$ cat src/rtl/wrr_arbiter.sv
// Weighted round-robin arbiter: N valid/ready requesters share one registered output; a grant lasts up to weight beats.
// Latency: request to o_ready 1 cycle, to o_valid 2 cycles. Backpressure stalls the granted requester without using credit.
// Optional WRR_ARB_LAST_EN: adds i_last/o_last, and credit then counts packets instead of beats.
module wrr_arbiter #(
    parameter int N  = 4,
    parameter int D  = 32,
    parameter int WW = 4,
    localparam int IW = $clog2(N)
) (
    input  logic            i_clk,
    input  logic            i_rst,
    input  logic [N-1:0]    i_valid,
    output logic [N-1:0]    o_ready,
    input  logic [N*D-1:0]  i_data,
    input  logic [N*WW-1:0] i_weight,
`ifdef WRR_ARB_LAST_EN
    input  logic [N-1:0]    i_last,
    output logic            o_last,
`endif
    output logic            o_valid,
    input  logic            i_ready,
    output logic [D-1:0]    o_data,
    output logic [N-1:0]    o_grant,
    output logic [IW-1:0]   o_grant_idx
);

    typedef enum logic {IDLE, GRANT} state_t;

    state_t          state;
    logic [IW-1:0]   ptr;
    logic [WW-1:0]   credit;

    logic [IW-1:0]   sel;
    logic            any;
    logic [WW-1:0]   new_w;
    logic [WW-1:0]   load;
    logic [IW-1:0]   next_ptr;
    logic [D-1:0]    gdata;
    logic            gvalid;
    logic            accept;
    logic            dec;
    logic            rel;
    int              j;

`ifdef WRR_ARB_LAST_EN
    logic            in_pkt;
    logic            is_last;
`endif

    // Downward scan so the last hit is the smallest rotation from ptr.
    always_comb begin
        sel = '0;
        any = 1'b0;
        j   = 0;
        for (int i = N - 1; i >= 0; i--) begin
            j = int'(ptr) + i;
            if (j >= N) j = j - N;
            if (i_valid[j]) begin
                sel = IW'(j);
                any = 1'b1;
            end
        end
    end

    always_comb begin
        new_w    = i_weight[int'(sel)*WW +: WW];
        load     = (new_w == '0) ? WW'(1) : new_w;
        next_ptr = (o_grant_idx == IW'(N - 1)) ? '0 : o_grant_idx + 1'b1;
        gdata    = i_data[int'(o_grant_idx)*D +: D];
        gvalid   = i_valid[o_grant_idx];
        accept   = (state == GRANT) && gvalid && (!o_valid || i_ready);
    end

`ifdef WRR_ARB_LAST_EN
    always_comb begin
        is_last = i_last[o_grant_idx];
        dec     = accept && is_last;
        rel     = (dec && credit == WW'(1)) || (!gvalid && !in_pkt);
    end
`else
    always_comb begin
        dec = accept;
        rel = (accept && credit == WW'(1)) || !gvalid;
    end
`endif

    always_comb begin
        o_ready = '0;
        if (!i_rst && accept) o_ready[o_grant_idx] = 1'b1;
    end

    always_ff @(posedge i_clk) begin
        if (i_rst) begin
            state       <= IDLE;
            ptr         <= '0;
            credit      <= '0;
            o_valid     <= 1'b0;
            o_data      <= '0;
            o_grant     <= '0;
            o_grant_idx <= '0;
`ifdef WRR_ARB_LAST_EN
            o_last      <= 1'b0;
            in_pkt      <= 1'b0;
`endif
        end else begin
            if (accept) begin
                o_valid <= 1'b1;
                o_data  <= gdata;
`ifdef WRR_ARB_LAST_EN
                o_last  <= is_last;
                in_pkt  <= !is_last;
`endif
            end else if (i_ready) begin
                o_valid <= 1'b0;
            end

            case (state)
                IDLE: begin
                    if (any) begin
                        credit      <= load;
                        o_grant     <= N'(1) << sel;
                        o_grant_idx <= sel;
                        state       <= GRANT;
                    end else begin
                        o_grant <= '0;
                    end
                end
                GRANT: begin
                    if (dec) credit <= credit - WW'(1);
                    if (rel) begin
                        state   <= IDLE;
                        ptr     <= next_ptr;
                        o_grant <= '0;
                    end
                end
                default: state <= IDLE;
            endcase
        end
    end

endmodule

$ cat config.mk
export PLATFORM = sky130hd
export DESIGN_NAME = wrr_arbiter
export DESIGN_NICKNAME = d
export VERILOG_FILES = /design/src/rtl/wrr_arbiter.sv
export SDC_FILE = /design/constraint.sdc
export NUM_CORES = 1
export LEC_CHECK = 0
export BUFFER_PORTS_ARGS = -buffer_cell sky130_fd_sc_hd__buf_2
export CAP_MARGIN = 40
export CORE_MARGIN = 2
export CORE_UTILIZATION = 42
export DETAILED_ROUTE_END_ITERATION = 10
export PLACE_DENSITY = 0.81
export SLEW_MARGIN = 20
export SYNTH_ARGS = -nofsm -noshare
export SYNTH_HDL_FRONTEND = slang
export SYNTH_SLANG_ARGS = --single-unit
$ cat constraint.sdc
create_clock -name i_clk -period 2.5 [get_ports i_clk]
set_input_delay 0.25 -clock i_clk [delete_from_list [all_inputs] [get_ports i_clk]]
set_output_delay 0.25 -clock i_clk [all_outputs]
set_load 0.02 [all_outputs]
==> results of run 1 <==
-- layer usage --
layer  vias up  GRT usage [%]  part of all wire, %
met4         0           5.77                 0.88
met3         8           3.66                  8.8
met1      1383           25.3                   36
met5         -              0                    0
li1       1417              -                    -
met2       144           43.4                   54
-- path summary, 6_finish.rpt --
kind              from        end  slack (ns)
min            i_ready    o_valid        0.35
max             ptr[1]  credit[2]        0.27
max reg2reg     ptr[1]  credit[2]        0.27
min reg2reg  o_data[2]  o_data[2]        0.46
-- cell usage in the layout (no fill, tap or decap), types with 3 or more instances in the layout --
master / count
nand2b_1: 3
mux4_2: 33
o21ai_0: 4
ha_1: 6
o21ai_1: 3
nor3_1: 3
buf_2: 193
mux2_2: 3
mux2i_1: 12
buf_4: 6
nand2_1: 68
dfxtp_1: 44
nor3b_1: 4
nor2_1: 16
a21oi_1: 43
inv_1: 9
clkbuf_8: 5
-- flip-flops by register name, summed over array words and instances (netlist names) --
signal       cells
o_grant          4
o_data          32
o_grant_idx      2
ptr              2
o_valid          1
state            1
credit           4
-- per-stage QoR --
stage / cell area [um^2] / hold WS, ns
2_1_floorplan: 2800 / 0.445
3_3_place_gp: 3800 / 0.440
3_5_place_dp: 3820 / 0.446
4_1_cts: 3900 / 0.340
5_1_grt: 3900 / 0.368
6_report: 3900 / 0.353
-- final cells by class --
type                            instances  area, um^2  share of cell area [%]
Clock buffer                            7        76.3                    1.96
Inverter                                9        33.8                   0.867
Multi-Input combinational cell        213        1740                    44.7
Sequential cell                        46         923                    23.7
Tap cell                               77        96.3                    2.47
Timing Repair Buffer                  200        1030                    26.3
-- power by group --
group,total (uW),internal [uW],switching [uW]
clock network,420,193,227
logic,627,310,317
registers,830,790,40.0
total,1880,1290,584
-- worst register-to-register path, stage by stage, from the launching register on --
cell and delay (ns):
dfxtp_1 0.44, mux2i_1 0.23, nor2_1 0.07, a311oi_2 0.37, buf_4 0.28, mux2i_1 0.24, mux2i_1 0.11, a222oi_1 0.31
nor2_1 0.07
-- cells by family after synthesis --
| logic type | synth area share (%) |
|---|---|
| AO/OA/AOI/OAI | 11.8 |
| buffers and inverters | 5.04 |
| adder cells (fa/ha/maj) | 2.68 |
| multiplexers | 32.0 |
| flip-flops | 32.9 |
| AND/OR/NAND/NOR | 15.6 |
==> results.md, run 1 <==
- Status: completed
- Slowest stage cell on the critical path: dfxtp_1
- H-tree lvl count: 2
- TritonCTS clock tree: yes
- Final min period: 2.23 ns
- WP buf/inv: 1
- Pin count of the biggest net entering global routing: 40
- Post-CTS Setup Inserts: 0
- Crit-path cells: mux2i_1, nor2_1, a311oi_2, buf_4, mux2i_1, mux2i_1, a222oi_1, nor2_1
- 1st-iter DRT viols: 135
- CTS Buf Count: 5
- CP dominant cell by count: mux2i_1
- Post-Route WL: 8.40 mm
- Peak VDD IR: 0.000366 V
- Worst-Margin Slew: 0.686 ns
- Fin. Hold Viols: 0
- Buffers added on ports: 193
- Area of the core: 6390 um^2
- Top-count cell post-synth: nand2_1
- Die area: 7340 um^2
- Resized Gates After CTS: 0
- Fraction of registers with async set/reset: 0%
- ANT cells: 0
- IO Count: 194
- Bufs on Longest Clock Path: 2
- Grt total ovfl: 0
- Final core occ: 61.0%
- Chip height: 85.7 um
- Pwr Density: 482 nW/um^2
- Vias post-DR: 2,952
- CP top delay family: compound AO/OA/AOI/OAI gates
- Non-Filler Instances: 552
- Gr usage total: 22.4%
- Critical path peak fanout: 10
- MaxCap Viol Count: 0
- Synth Area per Inst: 9.57 um^2
- Cells on worst reg2reg path: 8
- FILL cells: 566
- Most frequent cells after synthesis: nand2_1, dfxtp_1, a21oi_1
- Layout cell share with drive strength beyond 1: 52.0%
- DP HPWL: 6.60 mm
- Die width: 85.7 um
- CTS Root Cell: clkbuf_8
- Placed Cells: 545
- Setup TNS: 0 ns
- Fmax: 449 MHz
- Final worst setup slack: 0.271 ns
- Max stage delay on crit path: 0.44 ns
- Pwr Total: 1880 uW
- Worst min path class: input port to flop
- Crit path kind: flop to flop
- Yosys cell types: 31
- DRC Markers: 0
- Area leader, netlist: dfxtp_1
- Starting Density: 43.9%
- Syn Nets: 450
- CTS clk-pin slew, worst paths: 0.08 ns
- RePlAce Congestion: 0.831
- # hold bufs at CTS: 0
- P&R area growth vs syn: 39.0%
- RSZ-0062 raised after global routing: false
- Initial antenna violation count: 0
- Req. time, crit path: 2.67 ns
- Number of global-route vias before repair: 3,032
- Post-synth EDFFs: 0
- Nature of the critical path startpoint: flop
- First-pass detailed-route iteration total: 4
- WP depth: 8
- Nets: 632
- Seq/Total Area, Yosys: 32.9%
- Synth area leaders: dfxtp_1, mux4_2, nand2_1, a21oi_1, mux2i_1
- Synth Instances: 293
- Area share of the largest cell type after synthesis: 32.9%
- Pre-CTS setup slack: 0.313 ns
- Clk sinks: 46
- Post-route ant nets: 0
- #FFs+latches synth: 46
- Clock Skew: 0.00854 ns
- Final Max Tran Viols: 0
- Yosys warns: 0
- Via density: 5.35
- Static Leakage: 0.00179 uW
- Core Rows: 29
- Top FF cell, synth: dfxtp_1
- Avg WL per Cell: 15.2 um
- Max_slew headroom: 54.3%
- Synth Cell Area: 2800 um^2
- Critical Path End Type: flop
- Worst skew pair latency: 0.29 ns
- Final Cycle Share: 89.2%
- Setup violators final: 0
- Hold depth: 3
- First-pass GRT wire length: 13.2 mm
- Critical Path AT: 2.40 ns
No activity file was read; power rests on OpenSTA's default activity.
==> run 2, diff against run 1 <==
--- a/config.mk
+++ b/config.mk
@@ -5,12 +5,13 @@
 export SDC_FILE = /design/constraint.sdc
 export NUM_CORES = 1
 export LEC_CHECK = 0
+export ABC_AREA = 1
 export BUFFER_PORTS_ARGS = -buffer_cell sky130_fd_sc_hd__buf_2
 export CAP_MARGIN = 40
 export CORE_MARGIN = 2
-export CORE_UTILIZATION = 42
+export CORE_UTILIZATION = 44
 export DETAILED_ROUTE_END_ITERATION = 10
-export PLACE_DENSITY = 0.81
+export PLACE_DENSITY = 0.82
 export SLEW_MARGIN = 20
 export SYNTH_ARGS = -nofsm -noshare
 export SYNTH_HDL_FRONTEND = slang
==> results.md, run 2 <==
- Status: completed
- Grt total ovfl: 0
- P&R area growth vs syn: 35.6%
- Clock Skew: 0.0119 ns
- Buffers added on ports: 193
- Most frequent cells after synthesis: nor2_1, o21ai_0, nand2_1
- Final Max Tran Viols: 0
- Fin. Hold Viols: 0
- FILL cells: 681
- Die area: 7760 um^2
- Area leader, netlist: dfxtp_1
- H-tree lvl count: 2
- Pre-CTS setup slack: 0.533 ns
- Yosys warns: 0
- Nets: 845
- Worst skew pair latency: 0.30 ns
- Number of global-route vias before repair: 3,565
- Worst min path class: input port to flop
- Pin count of the biggest net entering global routing: 57
- Bufs on Longest Clock Path: 2
- 1st-iter DRT viols: 254
- Fmax: 450 MHz
- CTS Root Cell: clkbuf_8
- Synth Instances: 515
- Max_slew headroom: 65.4%
- First-pass GRT wire length: 15.9 mm
- Core Rows: 30
- Area of the core: 6830 um^2
- Max reg flops: 32
- Most frequent cells in the layout: buf_2, nor2_1, o21ai_0, nand2_1, dfxtp_1
- Static Leakage: 0.00218 uW
- Biggest register: o_data
- # hold bufs at CTS: 0
- DRC Markers: 0
- Area share of the largest cell type after synthesis: 29.6%
- Commonest non-fill, non-tap cell in the layout: buf_2
- Setup violators final: 0
- Setup TNS: 0 ns
- Syn Nets: 672
- Synth Cell Area: 3110 um^2
- Post-route ant nets: 0
- Post-Route WL: 10.4 mm
- Yosys cell types: 26
- Initial antenna violation count: 0
- DP HPWL: 8.11 mm
- CTS clk-pin slew, worst paths: 0.10 ns
- MaxCap Viol Count: 0
- RePlAce Congestion: 0.857
- Top Usage Layer GRT: met2
- Resized Gates After CTS: 0
- CTS Buf Count: 5
- Fraction of registers with async set/reset: 0%
- Synth Area per Inst: 6.04 um^2
- Critical Path End Type: output pin
- Met1 GRT Util: 33.1%
- Seq/Total Area, Yosys: 29.6%
- RSZ-0062 raised after global routing: false
- Die width: 88.1 um
- Avg WL per Cell: 13.3 um
- Top-count cell post-synth: nor2_1
- Critical Path AT: 1.97 ns
- Top FF cell, synth: dfxtp_1
- Starting Density: 45.5%
- Peak VDD IR: 0.000429 V
- ANT cells: 0
- TritonCTS clock tree: yes
- Pwr Density: 1020 nW/um^2
- Final Cycle Share: 89.0%
- Worst-Margin Slew: 0.519 ns
- IO Count: 194
- Via density: 5.10
- Vias post-DR: 4,005
- Met2 GRT Util: 42.1%
- Regs by FF count: o_data (32), credit (4), o_grant (4)
- Nature of the critical path startpoint: flop
- Final worst setup slack: 0.276 ns
- #FFs+latches synth: 46
- Post-CTS Setup Inserts: 0
- Synth area leaders: dfxtp_1, nor2_1, o21ai_0, a31oi_1, nand2_1
- Final min period: 2.22 ns
- GR Layer Usage met3: 3.96%
- Req. time, crit path: 2.25 ns
- First-pass detailed-route iteration total: 5
- Layout cell share with drive strength beyond 1: 32.7%
- Final hold slack: 0.228 ns
- Gr usage total: 25.5%
- Chip height: 88.1 um
- Post-synth EDFFs: 0
- Crit path kind: flop to output pin
- Clk sinks: 46
- Critical path peak fanout: 10
## run 2: per-layer routing
metal / up-vias / routed length [um]
li1: 2048 / -
met1: 1718 / 4400
met2: 207 / 4930
met3: 32 / 737
met4: 0 / 344
met5: - / 0
## run 2: worst max-delay path, cell delays in order (launching register included)
cell and delay [ns]:
dfxtp_1 0.40, inv_2 0.05, a21oi_1 0.11, o21ai_1 0.07, nand2_1 0.08, nor2_1 0.04
nand2_1 0.13, clkinv_1 0.31, nand2_1 0.26, nor2_1 0.06, buf_2 0.16
## run 2: worst paths after layout
check,cells past startpoint,slack [ns],to,from
hold / removal,2,0.23,o_grant[3],i_rst
setup reg to reg,14,0.51,credit[0],ptr[0]
hold reg to reg,2,0.47,o_grant[3],o_grant[3]
setup / recovery,10,0.28,o_ready[3],o_grant_idx[1]
## run 2: cells by family (layout without fill, tap and decap cells)
| family | Yosys count | in the layout | share of synthesized area [%] |
|---|---|---|---|
| compound gates | 158 | 158 | 27.2 |
| xor+xnor | 2 | 2 | 0.563 |
| fa+ha+maj | 6 | 6 | 2.41 |
| buf+inv | 71 | 245 | 9.25 |
| flops | 46 | 46 | 29.6 |
| simple gates | 232 | 232 | 31.0 |
## run 2: area by class of cell
cell class / instances / area [um^2] / area share (%)
Multi-Input combinational cell: 398 / 1900 / 45.1
Timing Repair Buffer: 202 / 1050 / 24.8
Sequential cell: 46 / 922 / 21.9
Inverter: 35 / 134 / 3.17
Tap cell: 96 / 120 / 2.85
Clock buffer: 5 / 68.8 / 1.63
Clock inverter: 3 / 26.3 / 0.623
## run 2: metrics by stage
| stage | total power, uW | area, um^2 | cells | util (%) |
|---|---|---|---|---|
| global placement | 3740 | 4120 | 777 | 60.4 |
| global route | 4700 | 4220 | 785 | 61.8 |
| CTS | 4310 | 4220 | 785 | 61.8 |
| floorplan | 3050 | 3110 | 515 | - |
| detailed placement | 3820 | 4120 | 777 | 60.4 |
| finish | 4310 | 4220 | 785 | 61.8 |
## run 2: power breakdown
group	leakage, uW	switching [uW]	internal [uW]
logic	0.00175	1770	904
registers	0.000378	157	981
clock network	0.0000495	285	208
